===== src/rtl/lcd_host_seq.sv =====
// lcd_host_seq: host-side partner of the LCD controller. Serves the source image as IROM,
// replays a stored command script over cmd/busy/done, and captures the IRAM write-back.
module lcd_host_seq #(
   parameter int unsigned SCR_DEPTH = 16,
   parameter int unsigned SCR_AW    = 4,
   parameter int unsigned TIMEOUT   = 255
) (
   input  logic              clk,
   input  logic              reset,
   input  logic              start,
   input  logic              img_we,
   input  logic [5:0]        img_addr,
   input  logic [7:0]        img_data,
   input  logic              scr_we,
   input  logic [SCR_AW-1:0] scr_addr,
   input  logic [3:0]        scr_data,
   output logic [3:0]        cmd,
   output logic              cmd_valid,
   input  logic              busy,
   input  logic              done,
   input  logic              IROM_rd,
   input  logic [5:0]        IROM_A,
   output logic [7:0]        IROM_Q,
   input  logic              IRAM_valid,
   input  logic [5:0]        IRAM_A,
   input  logic [7:0]        IRAM_D,
   input  logic [5:0]        res_addr,
   output logic [7:0]        res_data,
   output logic [15:0]       checksum,
   output logic [6:0]        wr_count,
   output logic              finished,
   output logic              error
);

   localparam int unsigned TW = $clog2(TIMEOUT + 1);

   localparam logic [2:0] S_IDLE      = 3'd0;
   localparam logic [2:0] S_WAIT_RDY  = 3'd1;
   localparam logic [2:0] S_ISSUE     = 3'd2;
   localparam logic [2:0] S_WAIT_DONE = 3'd3;
   localparam logic [2:0] S_FINISH    = 3'd4;
   localparam logic [2:0] S_ERR       = 3'd5;

   localparam logic [SCR_AW:0] PTR_END   = (SCR_AW + 1)'(SCR_DEPTH);
   localparam logic [TW-1:0]   TMR_LAST  = TW'(TIMEOUT - 1);
   localparam logic [6:0]      WR_MAX    = 7'd64;
   localparam logic [3:0]      CMD_NOP   = 4'hF;
   localparam logic [3:0]      CMD_WRITE = 4'h0;

   logic [7:0] img_mem [0:63];
   logic [3:0] scr_mem [0:SCR_DEPTH-1];
   logic [7:0] res_mem [0:63];

   logic [2:0]      state_q,     state_d;
   logic [3:0]      cmd_q,       cmd_d;
   logic            cmd_valid_q, cmd_valid_d;
   logic [SCR_AW:0] ptr_q,       ptr_d;
   logic [TW-1:0]   timer_q,     timer_d;
   logic [15:0]     checksum_q,  checksum_d;
   logic [6:0]      wr_count_q,  wr_count_d;
   logic            finished_q,  finished_d;
   logic            error_q,     error_d;

   logic            capture;

   assign capture = (state_q == S_WAIT_DONE) && IRAM_valid;

   // Memories carry no reset so image, script and results survive a run abort.
   always_ff @(posedge clk) begin
      if (img_we) begin
         img_mem[img_addr] <= img_data;
      end
      if (scr_we) begin
         scr_mem[scr_addr] <= scr_data;
      end
      if (capture) begin
         res_mem[IRAM_A] <= IRAM_D;
      end
   end

   assign IROM_Q   = IROM_rd ? img_mem[IROM_A] : '0;
   assign res_data = res_mem[res_addr];

   always_comb begin
      state_d     = state_q;
      cmd_d       = cmd_q;
      cmd_valid_d = cmd_valid_q;
      ptr_d       = ptr_q;
      timer_d     = timer_q;
      checksum_d  = checksum_q;
      wr_count_d  = wr_count_q;
      finished_d  = finished_q;
      error_d     = error_q;

      if (capture) begin
         checksum_d = checksum_q + 16'(IRAM_D);
         if (wr_count_q != WR_MAX) begin
            wr_count_d = wr_count_q + 7'd1;
         end
      end

      case (state_q)
         S_IDLE, S_FINISH, S_ERR: begin
            if (start) begin
               state_d    = S_WAIT_RDY;
               ptr_d      = '0;
               timer_d    = '0;
               checksum_d = '0;
               wr_count_d = '0;
               finished_d = 1'b0;
               error_d    = 1'b0;
            end
         end
         S_WAIT_RDY: begin
            if (!busy) begin
               // Past the last entry the script is closed with an implicit write.
               cmd_d       = (ptr_q == PTR_END) ? CMD_WRITE : scr_mem[ptr_q[SCR_AW-1:0]];
               cmd_valid_d = 1'b1;
               ptr_d       = ptr_q + 1'b1;
               timer_d     = '0;
               state_d     = S_ISSUE;
            end else begin
               timer_d = timer_q + 1'b1;
               if (timer_q == TMR_LAST) begin
                  state_d = S_ERR;
                  error_d = 1'b1;
               end
            end
         end
         S_ISSUE: begin
            cmd_valid_d = 1'b0;
            cmd_d       = CMD_NOP;
            state_d     = (cmd_q == CMD_WRITE) ? S_WAIT_DONE : S_WAIT_RDY;
         end
         S_WAIT_DONE: begin
            timer_d = timer_q + 1'b1;
            if (done) begin
               state_d    = S_FINISH;
               finished_d = 1'b1;
            end else if (timer_q == TMR_LAST) begin
               state_d = S_ERR;
               error_d = 1'b1;
            end
         end
         default: begin
            state_d     = S_IDLE;
            cmd_d       = CMD_NOP;
            cmd_valid_d = 1'b0;
         end
      endcase
   end

   always_ff @(posedge clk or posedge reset) begin
      if (reset) begin
         state_q     <= S_IDLE;
         cmd_q       <= CMD_NOP;
         cmd_valid_q <= 1'b0;
         ptr_q       <= '0;
         timer_q     <= '0;
         checksum_q  <= '0;
         wr_count_q  <= '0;
         finished_q  <= 1'b0;
         error_q     <= 1'b0;
      end else begin
         state_q     <= state_d;
         cmd_q       <= cmd_d;
         cmd_valid_q <= cmd_valid_d;
         ptr_q       <= ptr_d;
         timer_q     <= timer_d;
         checksum_q  <= checksum_d;
         wr_count_q  <= wr_count_d;
         finished_q  <= finished_d;
         error_q     <= error_d;
      end
   end

   assign cmd       = cmd_q;
   assign cmd_valid = cmd_valid_q;
   assign checksum  = checksum_q;
   assign wr_count  = wr_count_q;
   assign finished  = finished_q;
   assign error     = error_q;

endmodule


===== config.mk =====
export PLATFORM = sky130hd
export DESIGN_NAME = lcd_host_seq
export DESIGN_NICKNAME = d
export VERILOG_FILES = /design/src/rtl/lcd_host_seq.sv
export SDC_FILE = /design/constraint.sdc
export NUM_CORES = 1
export LEC_CHECK = 0
export BUFFER_PORTS_ARGS = -buffer_cell sky130_fd_sc_hd__clkbuf_2
export CELL_PAD_IN_SITES_DETAIL_PLACEMENT = 1
export CELL_PAD_IN_SITES_GLOBAL_PLACEMENT = 1
export CORE_UTILIZATION = 29
export DETAILED_ROUTE_END_ITERATION = 6
export PLACE_DENSITY = 0.48
export SLEW_MARGIN = 20
export SYNTH_ARGS = -nofsm -noshare
export SYNTH_HDL_FRONTEND = slang
export SYNTH_SLANG_ARGS = --single-unit

===== constraint.sdc =====
create_clock -name clk -period 2.3 [get_ports clk]
set_input_delay 0 -clock clk [delete_from_list [all_inputs] [get_ports clk]]
set_output_delay 0 -clock clk [all_outputs]
set_load 0.1 [all_outputs]

Word-level counts from Yosys, hierarchy flattened:

Memory sizes are Yosys's and may differ from the RTL's.
Index checks and enable logic that the tools add are counted.

* register bits after elaboration: 46
* bits in writable memories: 1088
* output and inout bits: 46
* memories kept: 3

* $add $sub $neg: 4
* eq/ne operators: 13
* muxes and demuxes: 38
* bitwise operators: 1
* reduce and logical (&&, ||, !) cells: 13

Memories
* img_mem: depth 64, bits a word 8, rd ports 1, clocked after memory_dff 0, wr ports 1, line 50 `logic [7:0] img_mem [0:63];`
* res_mem: depth 64, bits a word 8, rd ports 1, clocked after memory_dff 0, wr ports 1, line 52 `logic [7:0] res_mem [0:63];`
* scr_mem: depth 16, bits a word 4, rd ports 1, clocked after memory_dff 0, wr ports 1, line 51 `logic [3:0] scr_mem [0:SCR_DEPTH-1];`

Operator list (number)
* 16-bit 2-to-1 mux: 3
* 7-bit 2-to-1 mux: 4
* 8-bit 2-to-1 mux: 3
* 8-bit case mux with 3 select lines: 1
* 16-bit by 8-bit adder with 16-bit output: 1
* 1-bit 2-to-1 mux: 12
* 3-bit 2-to-1 mux: 4
* 3-bit case mux with 4 select lines: 1
* 5-bit 2-to-1 mux: 2
* 2-bit inequality test, second input constant: 5
* 5-bit case mux with 2 select lines: 1
* 8-bit by 1-bit adder with 8-bit output, second input constant: 1
* 8-bit equality test, second input constant: 1
* 4-bit 2-to-1 mux: 2
* 4-bit case mux with 2 select lines: 1
* 7-bit by 1-bit adder with 7-bit output, second input constant: 1
* 7-bit inequality test, second input constant: 1
* 3-bit by 2-bit equality test with 1-bit output, second input constant: 2
* 3-bit equality test, second input constant: 2
* 3-bit AND reduction: 2
* 5-bit by 1-bit adder with 5-bit output, second input constant: 1
* 5-bit equality test, second input constant: 1
* 4-bit logical NOT: 1
* 1-bit case mux with 2 select lines: 2
* 12 further kinds: 14

Logic depth before layout (Yosys ltp):

Gate-level depths: netlist of run 1.

* depth in word-level cells: 5
* gate-level depth with buffers: 10

Least setup slack after synthesis of run 1:

No wires, ideal clock.

* kind: input-to-output
* start: in IROM_A[0]
* end: out IROM_Q[6]
* arrival time: 4.096 ns
* data required time: 2.300 ns
* setup slack: -1.796 ns
* cell stages on the path: 8
* path buffers: 5
* cells stage by stage: buf_6 buf_6 buf_4 buf_2 buf_2 nand2_1 o22ai_1 o41ai_1

* cells in the longest elaborated chain, start to end: 2

RTL lines
* from (decl): line 22 `input logic [5:0] IROM_A,`
* memory 64 x 8 bit
* 8-bit 2-to-1 mux: line 81 `assign IROM_Q = IROM_rd ? img_mem[IROM_A] : '0;`
* to (decl): line 23 `output logic [7:0] IROM_Q,`

No other way between the ends.

Worst setup path in the final report of run 1:

* start: mem img_mem[56][6]
* end: out IROM_Q[6]

* cells in the longest elaborated chain, start to end: 2

RTL lines (line)
* from (decl): 50
* memory 64 x 8 bit
* 8-bit 2-to-1 mux: 81

No other way between the ends.

==> flow_summary_export.csv, run 1 <==
group,metric,value,unit
route,drt_wl_total,123600,um
floorplan,floorplan.die.height,395.4,um
logic_synthesis,synth_xor_area_share,0.3904,%
placement,buffer_ports.inserted,102,
sta,max_freq,364.0,MHz
route,post_drt_via_cell_ratio,4.854,
logic_synthesis,yosys.cell_types.count,57,
logic_synthesis,synth.yosys.warnings,0,
power_and_ir_drop,combPwrFrac,11.1,%
critical_path,cp_max_fo,1,
power_and_ir_drop,p_sw,12.53,mW
clocking,clk_latency,0.76,ns
logic_synthesis,synth_top_family_by_area,"multiplexers",
logic_synthesis,syn_area,0.04487,mm^2
finish,layout.cells.most_common,"sky130_fd_sc_hd__edfxtp_1",
route,remaining_drc_errors,0,
finish,synthToLayoutAreaGrowth,24.01,%
global_routing,first_global_vias,25420,
logic_synthesis,post_synth_fa_ha_maj_area_fraction,0.4350,%
clocking,cts-buffers-inserted,132,
sta,period_minus_slack,2.747,ns
sta,finalHoldViolCount,0,
clocking,cts-root-buf,"sky130_fd_sc_hd__clkbuf_16",
finish,num-nets-final,2782,
sta,holdWs,0.03244,ns
logic_synthesis,synth_simple_gate_area_share,4.428,%
logic_synthesis,synthFlopType,"sky130_fd_sc_hd__edfxtp_1",
placement,global_placement_routability_congestion,0.7942,
logic_synthesis,synthesis.nets,2319,
floorplan,io_pins,103,
min_path,min-delay-path-class,"primary input to flip-flop",
finish,finish.cell_count_without_fillers,4841,
route,routed_wire_length_per_instance,25.52,um
logic_synthesis,synth-edff-count,1088,
global_routing,grt_overflow,0,
floorplan,dieWidth,395.4,um
floorplan,num_rows,143,
clocking,clock-sinks,1134,
route,antenna_left,0,
clocking,tritoncts,"yes",
critical_path,setup.worst_path.end_class,"output pin",
sta,timing.max_slew.rel_slack,28.24,%
power_and_ir_drop,cell_internal_pwr,36.72,mW
power_and_ir_drop,p_per_area,885.0,mW/mm^2
sta,part_of_the_cycle_the_worst_path_needs,119.5,%
route,drt-pass1-iter-count,4,
power_and_ir_drop,power.share.sequential,47.0,%
route,drt_iter0_drc,1348,
logic_synthesis,synth_async_sr_flop_share,4.056,%
outcome,result_of_the_run,"finished, violations left",
run,max-cap-violations,0,
logic_synthesis,synth-seq-cells,1134,
global_routing,global_route_wire_length_before_repair,181400,um
clocking,htree_levels,4,
clocking,cts.reportedPaths.clkPinSlew,0.06,ns
sta,report.final.slew_viol_count,0,
floorplan,core-area,0.1528,mm^2
logic_synthesis,postSynthCellCount,2247,
placement,placed_cells,4562,
critical_path,critical_path_rt,2.30,ns
sta,fin_ws,-0.4474,ns
floorplan,fp.dieArea,0.1563,mm^2
clocking,clock_path_buffers,3,
global_routing,grt_antenna_before_repair,4,
outcome,violations,"setup timing",
finish,drive_gt1_share,34.99,%
finish,layout_common_cells,"sky130_fd_sc_hd__edfxtp_1, sky130_fd_sc_hd__mux4_2, sky130_fd_sc_hd__buf_4",
logic_synthesis,synth_compound_gate_area_share,2.864,%
placement,dp_hpwl,80580,um
power_and_ir_drop,switching_share,25.44,%
sta,rsz_0062_raised_after_global_routing,"yes",
sta,actual_slew_at_the_worst_max_slew_pin,1.076,ns
logic_synthesis,synthMuxAreaShare,15.02,%
global_routing,grt_max_degree,65,
power_and_ir_drop,power_frac_clock,41.9,%
sta,clock-skew-final,0.03015,ns
power_and_ir_drop,power.static_leakage,18.12,nW
sta,setup_viol,17,
power_and_ir_drop,power.ir.vdd_worst,499.5,uV
critical_path,timing.critical_path.arrival,2.75,ns
logic_synthesis,mean_area_per_synthesized_cell,19.97,um^2
critical_path,path_class,"flip-flop to output pin",
floorplan,initial_core_util,29.37,%
route,vias,23500,
critical_path,critPathLaunchType,"flip-flop",
logic_synthesis,synth_sequential_area_ratio,75.38,%
global_routing,grt.total_usage,15.86,%
[registers in the layout, summed over array words and instances (netlist names)]
register	flops
cmd	4
finished	1
ptr_q	5
checksum	16
scr_mem	64
timer_q	8
img_mem	512
cmd_valid	1
wr_count	7
error	1
res_mem	512
state_q	3
[through the flow]
stage | setup TNS (ns) | power, mW | worst slack [ns] | area (um^2) | utilization, %
3_5_place_dp | -0.09144 | 28.86 | -0.08015 | 50280 | 32.90
2_1_floorplan | -0.02662 | 26.82 | -0.01396 | 45020 | -
5_1_grt | -5.751 | 51.00 | -0.5376 | 55640 | 36.42
6_report | -3.765 | 49.25 | -0.4474 | 55650 | 36.42
4_1_cts | -5.398 | 49.92 | -0.5559 | 55380 | 36.24
3_3_place_gp | -0.1234 | 28.74 | -0.1234 | 50280 | 32.90
[critical path, stage by stage, from the launching register on]
cell,delay (ns)
sky130_fd_sc_hd__edfxtp_1,0.37
sky130_fd_sc_hd__mux4_2,0.51
sky130_fd_sc_hd__mux4_2,0.56
sky130_fd_sc_hd__nor2b_2,0.16
sky130_fd_sc_hd__buf_6,0.13
sky130_fd_sc_hd__o41ai_4,0.09
sky130_fd_sc_hd__buf_12,0.19
[Yosys cell counts, types with 12 or more instances]
cell / count / share of area [%]
sky130_fd_sc_hd__buf_4: 16 / 0.27
sky130_fd_sc_hd__o22ai_1: 38 / 0.53
sky130_fd_sc_hd__nand2_1: 71 / 0.59
sky130_fd_sc_hd__nand2b_1: 26 / 0.36
sky130_fd_sc_hd__nor2b_1: 18 / 0.25
sky130_fd_sc_hd__nand4_1: 12 / 0.17
sky130_fd_sc_hd__mux2i_1: 50 / 1.1
sky130_fd_sc_hd__ha_1: 14 / 0.39
sky130_fd_sc_hd__nand3_1: 30 / 0.33
sky130_fd_sc_hd__xor2_1: 14 / 0.27
sky130_fd_sc_hd__nor2_1: 202 / 1.7
sky130_fd_sc_hd__buf_2: 33 / 0.37
sky130_fd_sc_hd__a21oi_1: 43 / 0.48
sky130_fd_sc_hd__edfxtp_1: 1088 / 73
sky130_fd_sc_hd__o21ai_0: 29 / 0.32
sky130_fd_sc_hd__dfrtp_1: 42 / 2.3
sky130_fd_sc_hd__a211oi_1: 13 / 0.22
sky130_fd_sc_hd__clkbuf_1: 44 / 0.37
sky130_fd_sc_hd__buf_6: 14 / 0.35
sky130_fd_sc_hd__or3_1: 16 / 0.22
sky130_fd_sc_hd__mux4_2: 273 / 14
sky130_fd_sc_hd__nor3_1: 19 / 0.21
sky130_fd_sc_hd__o221ai_1: 22 / 0.43
[routing by layer]
layer	routed length, um	track usage [%]
met5	7	0
met4	2777	4.544
met3	4335	2.369
met2	61490	26.42
met1	54960	21.45
[cell families (layout without fill, tap and decap cells)]
kind of cell    Yosys count  after routing
simple gates            430            430
flops                  1134           1134
other cells               0              2
mux                     331            331
xor+xnor                 20             20
buf+inv                 122            684
compound gates          195            195
fa+ha+maj                15             15
[area by class of cell]
cell class	count	area [um^2]
Clock inverter	69	885.9
Clock buffer	164	3433
Fill cell	15080	97150
Multi-Input combinational cell	991	11120
Timing Repair Buffer	442	3792
Sequential cell	1134	33840
Antenna cell	2	5.005
Tap cell	2030	2540
Inverter	9	33.78
[final timing paths]
kind,from,endpoint,slack (ns),cells past startpoint
worst max-delay path,img_mem[56][6],IROM_Q[6],-0.45,6
min in group asynchronous,reset,checksum[8],0.43,4
worst min-delay path,img_data[2],img_mem[15][2],0.03,1
worst min register to register,error,error,0.51,2
max in group asynchronous,reset,cmd[2],1.08,5
worst max register to register,checksum[0],checksum[12],-0.02,9
[power groups by stage]
stage                     sequential, mW  combinational [mW]  clock, mW
after detailed placement            23.6                5.29          0
final                               23.1                5.49       20.6
after floorplan                     24.3                2.56          0
after CTS                           23.1                5.47       21.3
after global routing                23.2                5.85       22.0
after global placement              23.6                5.19          0
[what timing repair did]
action                     CTS  global route
buffers inserted             0             4
hold buffers                41             0
gates resized for setup     73            46
hold endpoints to repair   673             0
pin swaps                   21            22
setup endpoints to repair   17            84
Power figures use the tool's default switching activity.
==> run 2: changes to the inputs <==
Settings changed: PLACE_DENSITY 0.48 to 0.52.
==> run 2 against run 1 <==
The run ends with hold timing, setup timing left. Largest power group unchanged. Critical endpoint is now IROM_Q[2]. Highest routed layer is now met4. Wire length is 2.2% lower. Largest cell class unchanged. Sequential power about the same. Utilization shrank 0.095 points. Clock power shrank 3%.
==> flow_summary_export.csv, run 2 (synthesis gave the netlist of run 1 again) <==
group,metric,value,unit
sta,actual_slew_at_the_worst_max_slew_pin,1.070,ns
global_routing,global_route_wire_length_before_repair,177500,um
critical_path,r2r-start,"checksum[0]",
route,remaining_drc_errors,0,
min_path,min-delay-path-class,"primary input to async pin",
critical_path,cp_max_fo,1,
critical_path,critPathLaunchType,"flip-flop",
placement,buffer_ports.inserted,102,
critical_path,critPathBufInv,1,
critical_path,worst_r2r_path_depth,9,
clocking,cts-root-buf,"sky130_fd_sc_hd__clkbuf_16",
sta,finalHoldViolCount,44,
floorplan,dieWidth,395.4,um
placement,dp_hpwl,78540,um
finish,layout.core_utilization,36.32,%
clocking,cts-buffers-inserted,131,
sta,report.final.slew_viol_count,0,
power_and_ir_drop,power.ir.vdd_worst,592.1,uV
clocking,clock_path_buffers,3,
clocking,clock-sinks,1134,
clocking,clk_latency,0.76,ns
clocking,cts.reportedPaths.clkPinSlew,0.06,ns
power_and_ir_drop,power.static_leakage,18.08,nW
floorplan,fp.dieArea,0.1563,mm^2
critical_path,setup.reg_to_reg.worst_slack,-0.04,ns
global_routing,first_global_vias,25650,
sta,period_minus_slack,2.699,ns
critical_path,r2r-end,"checksum[14]",
route,vias,23490,
floorplan,io_pins,103,
finish,drive_gt1_share,35.42,%
power_and_ir_drop,total_power,48.56,mW
sta,rsz_0062_raised_after_global_routing,"yes",
finish,fill_cells,15160,
critical_path,cpLargestDelayFamily,"multiplexers",
outcome,violations,"hold timing, setup timing",
placement,placement.cell_area,0.05034,mm^2
floorplan,initial_core_util,29.37,%
floorplan,floorplan.die.height,395.4,um
route,drt_wl_total,120800,um
critical_path,setup.worst_path.end_class,"output pin",
clocking,tritoncts,"yes",
floorplan,core-area,0.1528,mm^2
global_routing,grt_antenna_before_repair,3,
sta,fin_ws,-0.3989,ns
power_and_ir_drop,p_per_area,875.0,mW/mm^2
finish,fin_area,0.05550,mm^2
finish,num-nets-final,2787,
critical_path,path_cells,"mux4_2 > mux4_2 > o21ai_4 > o41ai_4 > buf_12",
clocking,htree_levels,4,
route,antenna_left,0,
sta,clock-skew-final,0.03429,ns
sta,timing.max_slew.rel_slack,28.65,%
critical_path,critical_path_rt,2.30,ns
critical_path,critPathMaxStageDelay,0.53,ns
critical_path,path_class,"flip-flop to output pin",
route,post_drt_via_cell_ratio,4.848,
run,max-cap-violations,0,
finish,layout_common_cells,"sky130_fd_sc_hd__edfxtp_1, sky130_fd_sc_hd__buf_4, sky130_fd_sc_hd__mux4_2",
global_routing,grt.total_usage,15.51,%
finish,layout.cells.most_common,"sky130_fd_sc_hd__edfxtp_1",
critical_path,slowest_library_cell_on_the_worst_path,"sky130_fd_sc_hd__mux4_2",
critical_path,timing.critical_path.arrival,2.70,ns
sta,part_of_the_cycle_the_worst_path_needs,117.3,%
route,drt-pass1-iter-count,5,
route,drt_iter0_drc,1712,
global_routing,grt_max_degree,65,
placement,global_placement_routability_congestion,0.7878,
sta,setup_viol,18,
route,routed_wire_length_per_instance,24.93,um
finish,largest_registers,"img_mem: 512 flops, res_mem: 512 flops, scr_mem: 64 flops",
sta,holdWs,-0.05031,ns
outcome,result_of_the_run,"finished, violations left",
finish,antenna_cells,0,
global_routing,grt_overflow,0,
finish,synthToLayoutAreaGrowth,23.69,%
sta,max_freq,370.5,MHz
critical_path,path_common_cell,"sky130_fd_sc_hd__mux4_2",
floorplan,num_rows,143,
run 2: per-stage QoR:
stage,TNS [ns],setup WS [ns],instances
floorplan,-0.02662,-0.01396,2247
global placement,-0.1212,-0.03811,4579
detailed placement,-0.1394,-0.03981,4579
CTS,-4.641,-0.4866,4847
global route,-5.091,-0.4630,4845
finish,-3.356,-0.3989,4845
run 2: power breakdown:
part / total, mW / switching, mW / leakage, nW / internal [mW]
Sequential: 23.1 / 0.201 / 10.4 / 22.9
Combinational: 5.52 / 3.57 / 5.71 / 1.95
Clock: 19.9 / 8.39 / 1.99 / 11.5
Total: 48.6 / 12.2 / 18.1 / 36.4
run 2: routing by layer:
metal | up-vias | wire length (um) | track usage [%] | part of all wire (%)
met5 | - | 0 | 0 | 0
met4 | 0 | 3194 | 5.405 | 2.6
met3 | 169 | 5191 | 2.336 | 4.3
met2 | 556 | 59350 | 25.57 | 49
met1 | 12580 | 53050 | 20.82 | 44
li1 | 10180 | - | - | -
run 2: worst min-delay path: stages:
cell                            delay [ns]
sky130_fd_sc_hd__dlygate4sd3_1        0.54
sky130_fd_sc_hd__clkbuf_2             0.11
sky130_fd_sc_hd__clkinv_2             0.58
run 2: cell type report:
| type | count | area [um^2] | share of cell area (%) |
|---|---|---|---|
| sequential | 1134 | 33840 | 60.97 |
| multi-input combinational | 991 | 11250 | 20.27 |
| timing repair buffer | 448 | 3759 | 6.772 |
| clock buffer | 161 | 3455 | 6.224 |
| tap | 2030 | 2540 | 4.576 |
| clock inverter | 72 | 628.1 | 1.132 |
| inverter | 9 | 35.03 | 0.06312 |
run 2: how the worst max path moves through the flow:
| stage | start | to | slack, ns | cells past startpoint |
|---|---|---|---|---|
| floorplan | checksum[0] | checksum[10] | -0.01 | 8 |
| global placement | IROM_A[1] | IROM_Q[4] | -0.04 | 8 |
| detailed placement | checksum[0] | checksum[14] | -0.04 | 8 |
| CTS | img_mem[17][6] | IROM_Q[6] | -0.49 | 5 |
| global route | img_mem[19][6] | IROM_Q[6] | -0.46 | 5 |
| finish | img_mem[22][2] | IROM_Q[2] | -0.40 | 5 |
run 2: repair_timing:
item | 4_1_cts | 5_1_grt
endpoints found under the hold margin | 446 | 0
resized for setup | 98 | 37
buffers inserted | 3 | 0
hold buffers | 36 | 0
setup endpoints to repair | 20 | 184
pin swaps | 38 | 23
==> run 3: changes to the inputs <==
Settings changed: SKIP_CTS_REPAIR_TIMING from default to 1.
==> run 3 against run 2 <==
Final area fell by 0.25%. Cell count is 0.14% lower. Count of clock-buffer cells in the layout unchanged. Clock skew hardly changed. Wire length hardly changed. Highest routed layer is now met5. Global-route usage shrank 0.079 points. Critical path depth did not move. The flow still finishes with violations (hold timing, setup timing). Power about the same. Sequential power about the same. Setup slack got worse by 0.0076 ns. Via count fell by 0.11%.
==> flow_summary_export.csv, run 3 (synthesis gave the netlist of run 1 again) <==
group,metric,value,unit
outcome,result_of_the_run,"finished, violations left",
outcome,violations,"hold timing, setup timing",
critical_path,path_cells,"mux4_2 > mux4_2 > o21ai_4 > o41ai_4 > buf_12",
placement,global_placement_routability_congestion,0.7878,
global_routing,grt_antenna_before_repair,3,
sta,max_freq,369.5,MHz
clocking,clock_path_buffers,3,
placement,buffer_ports.inserted,102,
power_and_ir_drop,p_sw,12.15,mW
global_routing,grt_max_degree,65,
sta,timing.max_slew.rel_slack,29.44,%
global_routing,grt.total_usage,15.43,%
placement,placed_cells,4579,
floorplan,initial_core_util,29.37,%
critical_path,path_class,"flip-flop to output pin",
floorplan,floorplan.die.height,395.4,um
power_and_ir_drop,cell_internal_pwr,36.39,mW
route,post_drt_via_cell_ratio,4.850,
sta,clock-skew-final,0.03479,ns
sta,part_of_the_cycle_the_worst_path_needs,117.7,%
finish,layout.cells.most_common,"sky130_fd_sc_hd__edfxtp_1",
power_and_ir_drop,power.static_leakage,18.03,nW
critical_path,slowest_library_cell_on_the_worst_path,"sky130_fd_sc_hd__mux4_2",
critical_path,cp_max_fo,1,
power_and_ir_drop,power.share.sequential,47.7,%
floorplan,dieWidth,395.4,um
power_and_ir_drop,combPwrFrac,11.3,%
finish,layout_common_cells,"sky130_fd_sc_hd__edfxtp_1, sky130_fd_sc_hd__buf_4, sky130_fd_sc_hd__mux4_2",
sta,actual_slew_at_the_worst_max_slew_pin,1.058,ns
power_and_ir_drop,power.ir.vdd_worst,588.3,uV
route,drt_iter0_drc,1589,
global_routing,first_global_vias,25440,
sta,period_minus_slack,2.707,ns
floorplan,num_rows,143,
run,max-cap-violations,0,
power_and_ir_drop,switching_share,25.04,%
finish,finish.cell_count_without_fillers,4838,
sta,finalHoldViolCount,50,
sta,fin_ws,-0.4065,ns
critical_path,critical_path_rt,2.30,ns
finish,layout.core_utilization,36.23,%
clocking,cts-buffers-inserted,131,
power_and_ir_drop,p_per_area,876.7,mW/mm^2
critical_path,critPathMaxStageDelay,0.57,ns
route,vias,23460,
critical_path,critPathBufInv,1,
global_routing,global_route_wire_length_before_repair,176400,um
critical_path,timing.critical_path.arrival,2.71,ns
clocking,cts-root-buf,"sky130_fd_sc_hd__clkbuf_16",
floorplan,io_pins,103,
route,antenna_left,0,
finish,num-nets-final,2779,
min_path,min-delay-path-class,"primary input to async pin",
route,drt_wl_total,120800,um
route,drt-pass1-iter-count,5,
route,remaining_drc_errors,0,
sta,report.final.slew_viol_count,0,
finish,drive_gt1_share,35.30,%
power_and_ir_drop,total_power,48.54,mW
route,routed_wire_length_per_instance,24.96,um
finish,synthToLayoutAreaGrowth,23.38,%
critical_path,critPathLaunchType,"flip-flop",
placement,dp_hpwl,78540,um
finish,largest_registers,"img_mem: 512 flops, res_mem: 512 flops, scr_mem: 64 flops",
critical_path,setup.worst_path.end_class,"output pin",
floorplan,fp.dieArea,0.1563,mm^2
critical_path,cpLargestDelayFamily,"multiplexers",
sta,setup_viol,19,
clocking,tritoncts,"yes",
clocking,clock-sinks,1134,
global_routing,grt_overflow,0,
sta,holdWs,-0.05813,ns
floorplan,core-area,0.1528,mm^2
power_and_ir_drop,power_frac_clock,41.0,%
critical_path,path_common_cell,"sky130_fd_sc_hd__mux4_2",
clocking,clk_latency,0.76,ns
sta,rsz_0062_raised_after_global_routing,"yes",
clocking,htree_levels,4,
clocking,cts.reportedPaths.clkPinSlew,0.06,ns
[run 3: changes by cell type in the layout (fill, tap and decap cells not counted), sizes merged]
cell         change
diode            +1
dlygate4sd3      -8
[run 3: routing by layer]
layer,up-vias,GRT usage [%],wire (um)
met3,171,2.542,4901
met2,506,25.43,59350
li1,10170,-,-
met4,2,5.274,3253
met1,12620,20.62,53270
met5,-,0,7
[run 3: power by group through the flow]
stage | combinational, mW | sequential (mW) | clock [mW]
CTS | 5.30 | 23.1 | 20.5
global route | 5.86 | 23.2 | 21.1
detailed placement | 5.28 | 23.6 | 0
global placement | 5.15 | 23.6 | 0
floorplan | 2.56 | 24.3 | 0
finish | 5.49 | 23.1 | 19.9
[run 3: worst register-to-register path, cell delays in order, from the launching register on]
cell and delay, ns:
sky130_fd_sc_hd__dfrtp_4 0.49, sky130_fd_sc_hd__ha_4 0.18, sky130_fd_sc_hd__fa_2 0.37, sky130_fd_sc_hd__a211oi_4 0.25, sky130_fd_sc_hd__o21bai_2 0.12, sky130_fd_sc_hd__a2111oi_4 0.33, sky130_fd_sc_hd__buf_4 0.20, sky130_fd_sc_hd__nor4_2 0.05
sky130_fd_sc_hd__xnor2_1 0.21, sky130_fd_sc_hd__nor2_1 0.06
[run 3: final cells by class]
class / instances / area [um^2]
Fill cell: 15150 / 97430
Clock buffer: 161 / 3455
Multi-Input combinational cell: 991 / 11190
Antenna cell: 1 / 2.502
Clock inverter: 72 / 628.1
Timing Repair Buffer: 440 / 3675
Tap cell: 2030 / 2540
Sequential cell: 1134 / 33840
Inverter: 9 / 35.03
[run 3: final timing paths]
check	to	start	slack, ns	cells past startpoint
max	IROM_Q[6]	img_mem[19][6]	-0.41	5
min	checksum[13]	reset	-0.06	3
max reg2reg	checksum[14]	checksum[0]	-0.07	9
min reg2reg	error	error	0.54	2
max in group asynchronous	checksum[0]	reset	1.76	3
min in group clk	img_mem[53][3]	img_data[3]	-0.02	1
[run 3: through the flow]
stage	hold slack, ns	TNS, ns	worst slack (ns)	cell area (um^2)
after floorplan	0.09887	-0.02662	-0.01396	45020
final	-0.05813	-3.610	-0.4065	55360
after detailed placement	0.3113	-0.1394	-0.03981	50340
after CTS	-0.5260	-7.323	-0.5886	54430
after global placement	0.2816	-0.1212	-0.03811	50340
after global routing	0.006192	-5.251	-0.4630	55360
